$ cat src/rtl/dcntr8.sv
// dcntr8: loadable down-counter with an explicit FSM, zero and borrow flags.
// Define DCNTR8_SATURATE_EN to clamp at zero instead of wrapping (borrow then stays 0).
module dcntr8 #(
    parameter int WIDTH = 8
) (
    input  logic             clk,
    input  logic             reset,
    input  logic             load,
    input  logic             dec,
    input  logic             dbl,
    input  logic [WIDTH-1:0] d_in,
    output logic [WIDTH-1:0] d_out,
    output logic [2:0]       o_state,
    output logic             zero,
    output logic             borrow
);

    typedef enum logic [2:0] {
        IDLE = 3'b000,
        LOAD = 3'b001,
        DEC1 = 3'b010,
        DEC2 = 3'b011,
        HOLD = 3'b100
    } state_t;

    state_t           state_q, state_d;
    logic [WIDTH-1:0] count_q, count_d;
    logic             zero_q, zero_d;
    logic             borrow_q, borrow_d;

    logic [WIDTH-1:0] step;
    logic [WIDTH-1:0] diff;
    logic             wrap;

    assign step = dbl ? WIDTH'(2) : WIDTH'(1);
    assign diff = count_q - step;
    assign wrap = (count_q < step);

    always_comb begin
        state_d  = state_q;
        count_d  = count_q;
        borrow_d = 1'b0;
        // Illegal codes recover to IDLE without disturbing the count.
        if (!(state_q inside {IDLE, LOAD, DEC1, DEC2, HOLD})) begin
            state_d = IDLE;
        end else if (load) begin
            state_d = LOAD;
            count_d = d_in;
        end else if (dec) begin
            state_d = dbl ? DEC2 : DEC1;
`ifdef DCNTR8_SATURATE_EN
            count_d = wrap ? '0 : diff;
`else
            count_d  = diff;
            borrow_d = wrap;
`endif
        end else if (state_q != IDLE) begin
            state_d = HOLD;
        end
        // zero tracks the value being registered, not a decode of d_out.
        zero_d = (count_d == '0);
    end

    always_ff @(posedge clk) begin
        if (reset) begin
            state_q  <= IDLE;
            count_q  <= '0;
            zero_q   <= 1'b1;
            borrow_q <= 1'b0;
        end else begin
            state_q  <= state_d;
            count_q  <= count_d;
            zero_q   <= zero_d;
            borrow_q <= borrow_d;
        end
    end

    assign d_out   = count_q;
    assign o_state = state_q;
    assign zero    = zero_q;
    assign borrow  = borrow_q;

endmodule

$ cat config.mk
export PLATFORM = sky130hd
export DESIGN_NAME = dcntr8
export DESIGN_NICKNAME = d
export VERILOG_FILES = /design/src/rtl/dcntr8.sv
export SDC_FILE = /design/constraint.sdc
export NUM_CORES = 1
export LEC_CHECK = 0
export BUFFER_PORTS_ARGS = -buffer_cell sky130_fd_sc_hd__buf_4
export CORE_MARGIN = 2
export CORE_UTILIZATION = 35
export CTS_CLUSTER_SIZE = 20
export DETAILED_ROUTE_END_ITERATION = 8
export GPL_TIMING_DRIVEN = 1
export SYNTH_ARGS = -nofsm -noshare
export SYNTH_HDL_FRONTEND = slang
export SYNTH_SLANG_ARGS = --single-unit
$ cat constraint.sdc
create_clock -name clk -period 2.7 [get_ports clk]
set_input_delay 0.54 -clock clk [delete_from_list [all_inputs] [get_ports clk]]
set_output_delay 0.54 -clock clk [all_outputs]
set_load 0.05 [all_outputs]
==> results of run 1 <==
==> metrics by stage <==
stage | instance area, um^2 | utilization | setup slack [ns] | hold WS, ns | power (mW)
2_1_floorplan | 786 | - | 0.313 | 0.652 | 0.339
3_3_place_gp | 991 | 0.457 | 0.263 | 0.523 | 0.392
3_5_place_dp | 991 | 0.457 | 0.178 | 0.526 | 0.391
4_1_cts | 1020 | 0.469 | 0.466 | 0.501 | 0.513
5_1_grt | 1020 | 0.469 | 0.332 | 0.505 | 0.539
6_report | 1020 | 0.469 | 0.450 | 0.504 | 0.508
==> sequential cells by signal (all words and copies together) (netlist names) <==
name and count:
borrow 1, d_out 8, o_state 3, zero 1
==> how the worst max path moves through the flow <==
stage          slack, ns  endpoint      from  cells past startpoint
3_3_place_gp        0.26      zero       dbl                      9
3_5_place_dp        0.18      zero       dbl                      9
5_1_grt             0.33      zero       dbl                      9
2_1_floorplan       0.31      zero  d_out[0]                      8
6_report            0.45      zero       dbl                      9
4_1_cts             0.47      zero       dbl                      9
==> worst reg2reg max path, cell delays in order, from the launching register on <==
cell       delay (ns)
dfxtp_1          0.33
inv_1            0.07
ha_1             0.20
fa_1             0.38
nand3b_1         0.15
and4b_1          0.21
a311oi_1         0.34
o2111ai_1        0.17
o41ai_1          0.26
==> synthesized netlist by cell type, types with 3 or more instances <==
cell type / n
inv_1: 6
ha_1: 3
nor4_1: 3
nand3_1: 4
nand2_1: 8
o21ai_0: 3
nor3_1: 3
dfxtp_1: 13
nor2_1: 10
a21oi_1: 8
o21a_1: 5
==> cell families after synthesis <==
kind of cell             count (synthesis)  share of synthesized area
AND/OR/NAND/NOR                         42                      0.301
flip-flops                              13                      0.331
multiplexers                             1                     0.0127
AO/OA/AOI/OAI                           27                      0.231
adder cells (fa/ha/maj)                  4                     0.0733
buffers and inverters                   10                     0.0510
==> report_power, final <==
group          internal (mW)  switching, mW  total (mW)  leakage, nW
clock network         0.0573         0.0637       0.121       0.0150
registers              0.205         0.0166       0.222        0.108
logic                 0.0627          0.103       0.166        0.320
==> layout make-up <==
cell class / count / area [um^2] / share of cell area
Sequential cell: 13 / 260 / 0.256
Timing Repair Buffer: 25 / 188 / 0.185
Tap cell: 28 / 35.0 / 0.0344
Inverter: 6 / 22.5 / 0.0221
Multi-Input combinational cell: 74 / 485 / 0.477
Clock buffer: 4 / 26.3 / 0.0258
==> routing by layer <==
| metal | vias up | global-route usage |
|---|---|---|
| li1 | 407 | - |
| met4 | 0 | 0.0789 |
| met3 | 4 | 0.0205 |
| met2 | 33 | 0.244 |
| met5 | - | 0 |
| met1 | 367 | 0.234 |
==> flow_summary.toml, run 1 <==
[synthesis]
yosysTopAreaCell = "dfxtp_1"
synth_area_leaders = "dfxtp_1, a21oi_1, ha_1"
synthArstFlopShare = 0
netlist_area_um2 = 786
synth_top_area_share = 0.331
synthFlopType = "dfxtp_1"
yosysSeqAreaShare = 0.331
yosys_register_bits = 13
syn_area_per_cell_um2 = 8.10
synth.distinct_cells = 34
synth_edf_count = 0
syn_nets = 114
yosysWarnings = 0
synthCells = 97

[drt]
postRouteAntennaNets = 0
wl_met1_um = 854
vias_per_cell = 5.41
wl_per_cell_um = 12.9
dr.pass1.iters = 4
drcViolationCount = 0
vias = 811
top_layer = "met4"
met3_length_um = 154
dr.first_iter.drc_count = 33
wl_um = 1940
wl_met2_um = 897

[timing]
fmaxAchievable_mhz = 444
finClkSkew_ns = 0.00546
rsz0062_at_grt = "no"
finalCritPeriodShare = 0.833
setup_viol = 0
drv_slew = 0
fin_crit_ns = 2.25
tightest_slew_ns = 0.779
max-slew-margin-rel = 0.477
fin_tns_setup_ns = 0
hold_viol_final = 0

[critical_path]
r2r_setup_slack_ns = 0.49
r2r-start = "d_out[0]"
cp_cell_sequence = "buf_4 -> inv_1 -> ha_1 -> fa_1 -> nand3b_1 -> and4b_1 -> a311oi_1 -> o2111ai_1 -> o41ai_1"
slowest_delay_ns = 0.38
critPathBufInv = 2
worst_setup_path_end_kind = "flip-flop"
start_kind = "input port"
cpLargestDelayFamily = "compound AO/OA/AOI/OAI gates"
critPathRequiredTime_ns = 2.87
criticalPathCategory = "in2reg"
slowest_stage = "fa_1"
reg2reg_depth = 8
arrival_ns = 2.42
r2r_end = "zero"
cp_max_fo = 4

[cells_and_area]
area_delta_synth_final_pct = 29.5
final_common_cell = "buf_4"
fillers = 226
drive_gt1_frac = 0.254
final_cells = 150
nets = 140
n_antenna_cell = 0
final_cell_mix = "buf_4, dfxtp_1, nor2_1, nand2_1, a21oi_1"

[clocking]
clkSinkCount = 13
path_clk_slew_ns = 0.08
cts_tree = "built"
post-cts-setup-buffers = 0
hold_buffers = 0
cts_buffer_depth = 2
cts_root_buf = "clkbuf_4"
clk_latency_ns = 0.28
numCtsBuffers = 3
h-tree-depth = 1
postCtsResizedCells = 0

[floorplan]
die_w_um = 51.4
core_um2 = 2170
start_util = 0.362
die_h_um = 51.4
ios = 26
std_cell_rows = 17
die_area_um2 = 2640

[grt]
grt_pass1_wl_um = 3230
grt_max_degree = 19
grtUsageTotal = 0.165
grt_pass1_vias = 716
grt_overflow = 0
antenna_found_initial = 0

[worst_hold_path]
hp-class = "in2reg"
worstHoldStart = "reset"
holdPathEnd = "d_out[2]"
hold_depth = 2

[pwr]
power_density_nw_per_um2 = 500
ir_drop_uv = 278
p_leak_nw = 0.442

[status]
status = "complete, no violations"

[place]
io_buffers = 25
placed_cells = 146
place.gp.congestion = 0.838
dp_hpwl_um = 1460

[run]
drv_cap = 0
Note: power is estimated with default switching activity, not from simulation.
==> inputs of run 2 (changes only) <==
==> constraint.sdc (replaced) <==
create_clock -name clk -period 2.3 [get_ports clk]
set_input_delay 0.46 -clock clk [delete_from_list [all_inputs] [get_ports clk]]
set_output_delay 0.46 -clock clk [all_outputs]
set_load 0.05 [all_outputs]
==> run 2 against run 1 <==
  * Die area did not move
  * Final cell count is 2.7% higher
  * Sequential cell count did not move
  * Clock power grew 21%
  * Clock-buffer cell count unchanged
  * Global-route usage up 0.38 points
  * Hold slack got worse by 0.090 ns
  * Clock skew increased by 0.0024 ns
  * Sequential power increased by 17%
==> flow_summary.toml, run 2 (synthesis gave the netlist of run 1 again) <==
[status]
status = "complete, no violations"

[critical_path]
cp_cell_sequence = "inv_1 -> ha_1 -> fa_1 -> nand3b_1 -> and4b_1 -> a311oi_2 -> o2111ai_1 -> o41ai_1"
r2r_end = "zero"
reg2reg_depth = 8
slowest_stage = "fa_1"
critPathRequiredTime_ns = 2.47
worst_setup_path_end_kind = "flip-flop"
arrival_ns = 2.31
criticalPathCategory = "reg2reg"
r2r_setup_slack_ns = 0.16
slowest_delay_ns = 0.39
cp_max_fo = 3
start_kind = "flip-flop"
r2r-start = "d_out[0]"

[timing]
fmaxAchievable_mhz = 467
rsz0062_at_grt = "no"
drv_slew = 0
fin_tns_setup_ns = 0
fin_crit_ns = 2.14
hold_viol_final = 0
tightest_slew_ns = 0.538
max-slew-margin-rel = 0.639
setup_viol = 0
hold_ws_ns = 0.414
finClkSkew_ns = 0.00788
finalCritPeriodShare = 0.932

[cells_and_area]
largest_register_ffs = 8
area_delta_synth_final_pct = 35.0
drive_gt1_frac = 0.302
final_common_cell = "buf_4"
n_antenna_cell = 0
final_cell_mix = "buf_4, dfxtp_1, nor2_1, nand2_1, a21oi_1"
final_util = 0.489
nets = 144

[grt]
grt_overflow = 0
grt_pass1_wl_um = 3280
grt_pass1_vias = 742
antenna_found_initial = 0
grtUsageTotal = 0.168
grt_max_degree = 19

[clocking]
cts_root_buf = "clkbuf_4"
cts_tree = "built"
path_clk_slew_ns = 0.08
postCtsResizedCells = 0
clk_latency_ns = 0.28
numCtsBuffers = 3
cts_buffer_depth = 2
clkSinkCount = 13
hold_buffers = 0
h-tree-depth = 1
post-cts-setup-buffers = 0

[drt]
dr.pass1.iters = 4
postRouteAntennaNets = 0
dr.first_iter.drc_count = 21
vias = 825
vias_per_cell = 5.36
drcViolationCount = 0
wl_um = 2000
wl_per_cell_um = 13.0

[worst_hold_path]
hold_depth = 2
worstHoldStart = "reset"
holdPathEnd = "d_out[2]"
hp-class = "in2reg"

[pwr]
combinationalPowerShare = 0.335
clock_power_share = 0.239
power_density_nw_per_um2 = 576
p_seq_frac = 0.426
p_sw_mw = 0.223
cell_internal_pwr_mw = 0.389
p_leak_nw = 0.463
ir_drop_uv = 273
switching_share = 0.364

[floorplan]
std_cell_rows = 17
die_h_um = 51.4
ios = 26
start_util = 0.362
die_area_um2 = 2640
core_um2 = 2170
die_w_um = 51.4

[run]
drv_cap = 0

[place]
place.gp.congestion = 0.815
io_buffers = 25
dp_hpwl_um = 1480
[run 2: cell count changes in the layout (fill, tap and decap cells not counted)]
cell	before	now
nor4_1	3	2
a311oi_2	0	1
nor4_2	0	1
a311oi_1	2	1
buf_4	25	29
dfxtp_2	0	1
dfxtp_1	13	12
[run 2: power groups by stage]
| stage | Clock [mW] | Combinational, mW | Sequential, mW |
|---|---|---|---|
| after global routing | 0.161 | 0.222 | 0.263 |
| after CTS | 0.150 | 0.201 | 0.260 |
| after global placement | 0 | 0.201 | 0.265 |
| after floorplan | 0 | 0.0818 | 0.317 |
| after detailed placement | 0 | 0.200 | 0.266 |
| final | 0.146 | 0.205 | 0.260 |
[run 2: worst max path at each step]
stage / startpoint / endpoint / slack [ns] / cells past startpoint
after floorplan: d_out[1] / zero / 0.05 / 7
after global placement: dbl / zero / 0.02 / 9
after detailed placement: dbl / zero / -0.06 / 9
after CTS: d_out[0] / zero / 0.12 / 8
after global routing: d_out[0] / zero / 0.004 / 8
final: d_out[0] / zero / 0.16 / 8
[run 2: layout make-up]
class / count / area [um^2]
fillers: 228 / 1110
inverters: 6 / 22.5
well taps: 28 / 35.0
multi-input cells: 74 / 498
repair buffers: 29 / 218
clock buffers: 4 / 26.3
flip-flops and latches: 13 / 262
[run 2: metrics by stage]
stage	worst slack [ns]	instances	power, mW	instance area (um^2)
finish	0.157	154	0.612	1060
global route	0.00387	154	0.647	1060
CTS	0.118	154	0.612	1050
detailed placement	-0.0561	150	0.466	1020
global placement	0.0182	150	0.466	1020
floorplan	0.0550	97	0.398	787
[run 2: metal layers]
| layer | global-route usage | vias up | share of wire |
|---|---|---|---|
| met1 | 0.222 | 372 | 0.47 |
| met5 | 0 | - | 0 |
| met4 | 0.0789 | 0 | 0.026 |
| met2 | 0.265 | 28 | 0.44 |
| met3 | 0.0292 | 9 | 0.064 |
| li1 | - | 416 | - |
[run 2: critical path, delay by kind of cell (launching register included)]
family / cells / cell delay [ns]
fa+ha+maj: 2 / 0.58
simple gates: 2 / 0.32
compound gates: 3 / 0.73
buf+inv: 1 / 0.07
flops: 1 / 0.33
==> inputs of run 3 (changes only) <==
==> constraint.sdc (replaced) <==
create_clock -name clk -period 1.8 [get_ports clk]
set_input_delay 0.36 -clock clk [delete_from_list [all_inputs] [get_ports clk]]
set_output_delay 0.36 -clock clk [all_outputs]
set_load 0.05 [all_outputs]
==> run 3 against run 2 <==
  * The flow now finishes with violations (negative setup slack)
  * Combinational power grew 65%
  * Largest cell class unchanged
  * Non-clock buffer count grew 19
  * Largest power group is now combinational logic
  * Sequential power grew 28%
  * Register-to-register slack lost 0.41 ns
==> flow_summary.toml, run 3 (synthesis gave the netlist of run 1 again) <==
[clocking]
cts_buffer_depth = 2
h-tree-depth = 1
hold_buffers = 0
path_clk_slew_ns = 0.08
cts_tree = "built"
post-cts-setup-buffers = 0
clk_latency_ns = 0.28
cts_root_buf = "clkbuf_4"
clkSinkCount = 13
numCtsBuffers = 3

[cells_and_area]
n_antenna_cell = 0
largest_register_ffs = 8
nets = 163
final_common_cell = "buf_4"
area_delta_synth_final_pct = 61.1
drive_gt1_frac = 0.469
fillers = 201
final_cell_mix = "buf_4, dfxtp_1, nor2_1, nand2_1, a21oi_1"

[critical_path]
arrival_ns = 2.23
criticalPathCategory = "reg2reg"
slowest_delay_ns = 0.36
cp_cell_sequence = "inv_4 -> ha_4 -> fa_2 -> nand3b_1 -> and4b_1 -> a311oi_2 -> o2111ai_1 -> o41ai_2"
cpLargestDelayFamily = "compound AO/OA/AOI/OAI gates"
critPathBufInv = 1
critPathRequiredTime_ns = 1.97
worst_setup_path_end_kind = "flip-flop"
cp_max_fo = 3
slowest_stage = "dfxtp_4"
start_kind = "flip-flop"

[run]
drv_cap = 0

[timing]
hold_viol_final = 0
setup_viol = 1
max-slew-margin-rel = 0.754
rsz0062_at_grt = "yes"
finClkSkew_ns = 0.00129
fin_crit_ns = 2.05
fmaxAchievable_mhz = 487
hold_ws_ns = 0.321
finalCritPeriodShare = 1.14
setup_slack_ns = -0.253
tightest_slew_ns = 0.367
drv_slew = 0

[grt]
grt_pass1_vias = 904
grt_max_degree = 11
grt_overflow = 0
grtUsageTotal = 0.207
antenna_found_initial = 0
grt_pass1_wl_um = 4080

[pwr]
p_leak_nw = 0.567
finalPower_mw = 0.856
power_density_nw_per_um2 = 676
ir_drop_uv = 428

[place]
io_buffers = 25
place.gp.congestion = 0.862
dp_hpwl_um = 1800

[drt]
vias = 889
postRouteAntennaNets = 0
wl_per_cell_um = 14.1
wl_um = 2430
drcViolationCount = 0
dr.first_iter.drc_count = 32
dr.pass1.iters = 4
vias_per_cell = 5.14

[worst_hold_path]
hp-class = "in2reg"

[status]
violations = "negative setup slack"
status = "complete, but fails checks"

[floorplan]
ios = 26
die_h_um = 51.4
core_um2 = 2170
die_w_um = 51.4
start_util = 0.362
std_cell_rows = 17
die_area_um2 = 2640
[run 3: what timing repair did]
| action | CTS | global route |
|---|---|---|
| endpoints found under the setup margin | 2 | 7 |
| pin swaps | 5 | 6 |
| resized for setup | 4 | 8 |
[run 3: through the flow]
| step | util | std cells | setup slack [ns] | cell area (um^2) | setup TNS [ns] |
|---|---|---|---|---|---|
| 3_3_place_gp | 0.544 | 169 | -0.352 | 1180 | -0.977 |
| 3_5_place_dp | 0.544 | 169 | -0.473 | 1180 | -1.20 |
| 6_report | 0.584 | 173 | -0.253 | 1270 | -0.253 |
| 2_1_floorplan | - | 97 | -0.248 | 802 | -0.248 |
| 4_1_cts | 0.567 | 173 | -0.199 | 1230 | -0.204 |
| 5_1_grt | 0.584 | 173 | -0.336 | 1270 | -0.419 |
[run 3: worst paths after layout]
kind	cells past startpoint	start	slack [ns]	end
worst max-delay path	8	d_out[0]	-0.25	zero
worst min-delay path	2	reset	0.32	d_out[3]
worst max register to register	8	d_out[0]	-0.25	zero
worst min register to register	1	d_out[7]	0.52	borrow
[run 3: where the power goes]
group | switching (mW) | internal [mW]
Clock | 0.0988 | 0.0861
Sequential | 0.0242 | 0.308
Combinational | 0.187 | 0.153
Total | 0.309 | 0.547
[run 3: cell type report]
class,instances,area [um^2],area share
Clock buffer,4,26.3,0.0208
Inverter,6,25.0,0.0198
Multi-Input combinational cell,74,551,0.435
Sequential cell,13,265,0.209
Tap cell,28,35.0,0.0277
Timing Repair Buffer,48,364,0.288
[run 3: metal layers]
layer / part of all wire / wire [um] / global-route usage
met1: 0.45 / 1100 / 0.275
met4: 0.012 / 29 / 0.0877
met2: 0.48 / 1160 / 0.327
met5: 0 / 0 / 0
met3: 0.058 / 140 / 0.0351
[run 3: worst reg2reg max path, delay by kind of cell (launching register included)]
family | cells | cell delay, ns
AOI/OAI and AO/OA | 3 | 0.71
adders and majority gates | 2 | 0.49
DFF | 1 | 0.36
and+or+nand+nor | 2 | 0.35
buffers and inverters | 1 | 0.04
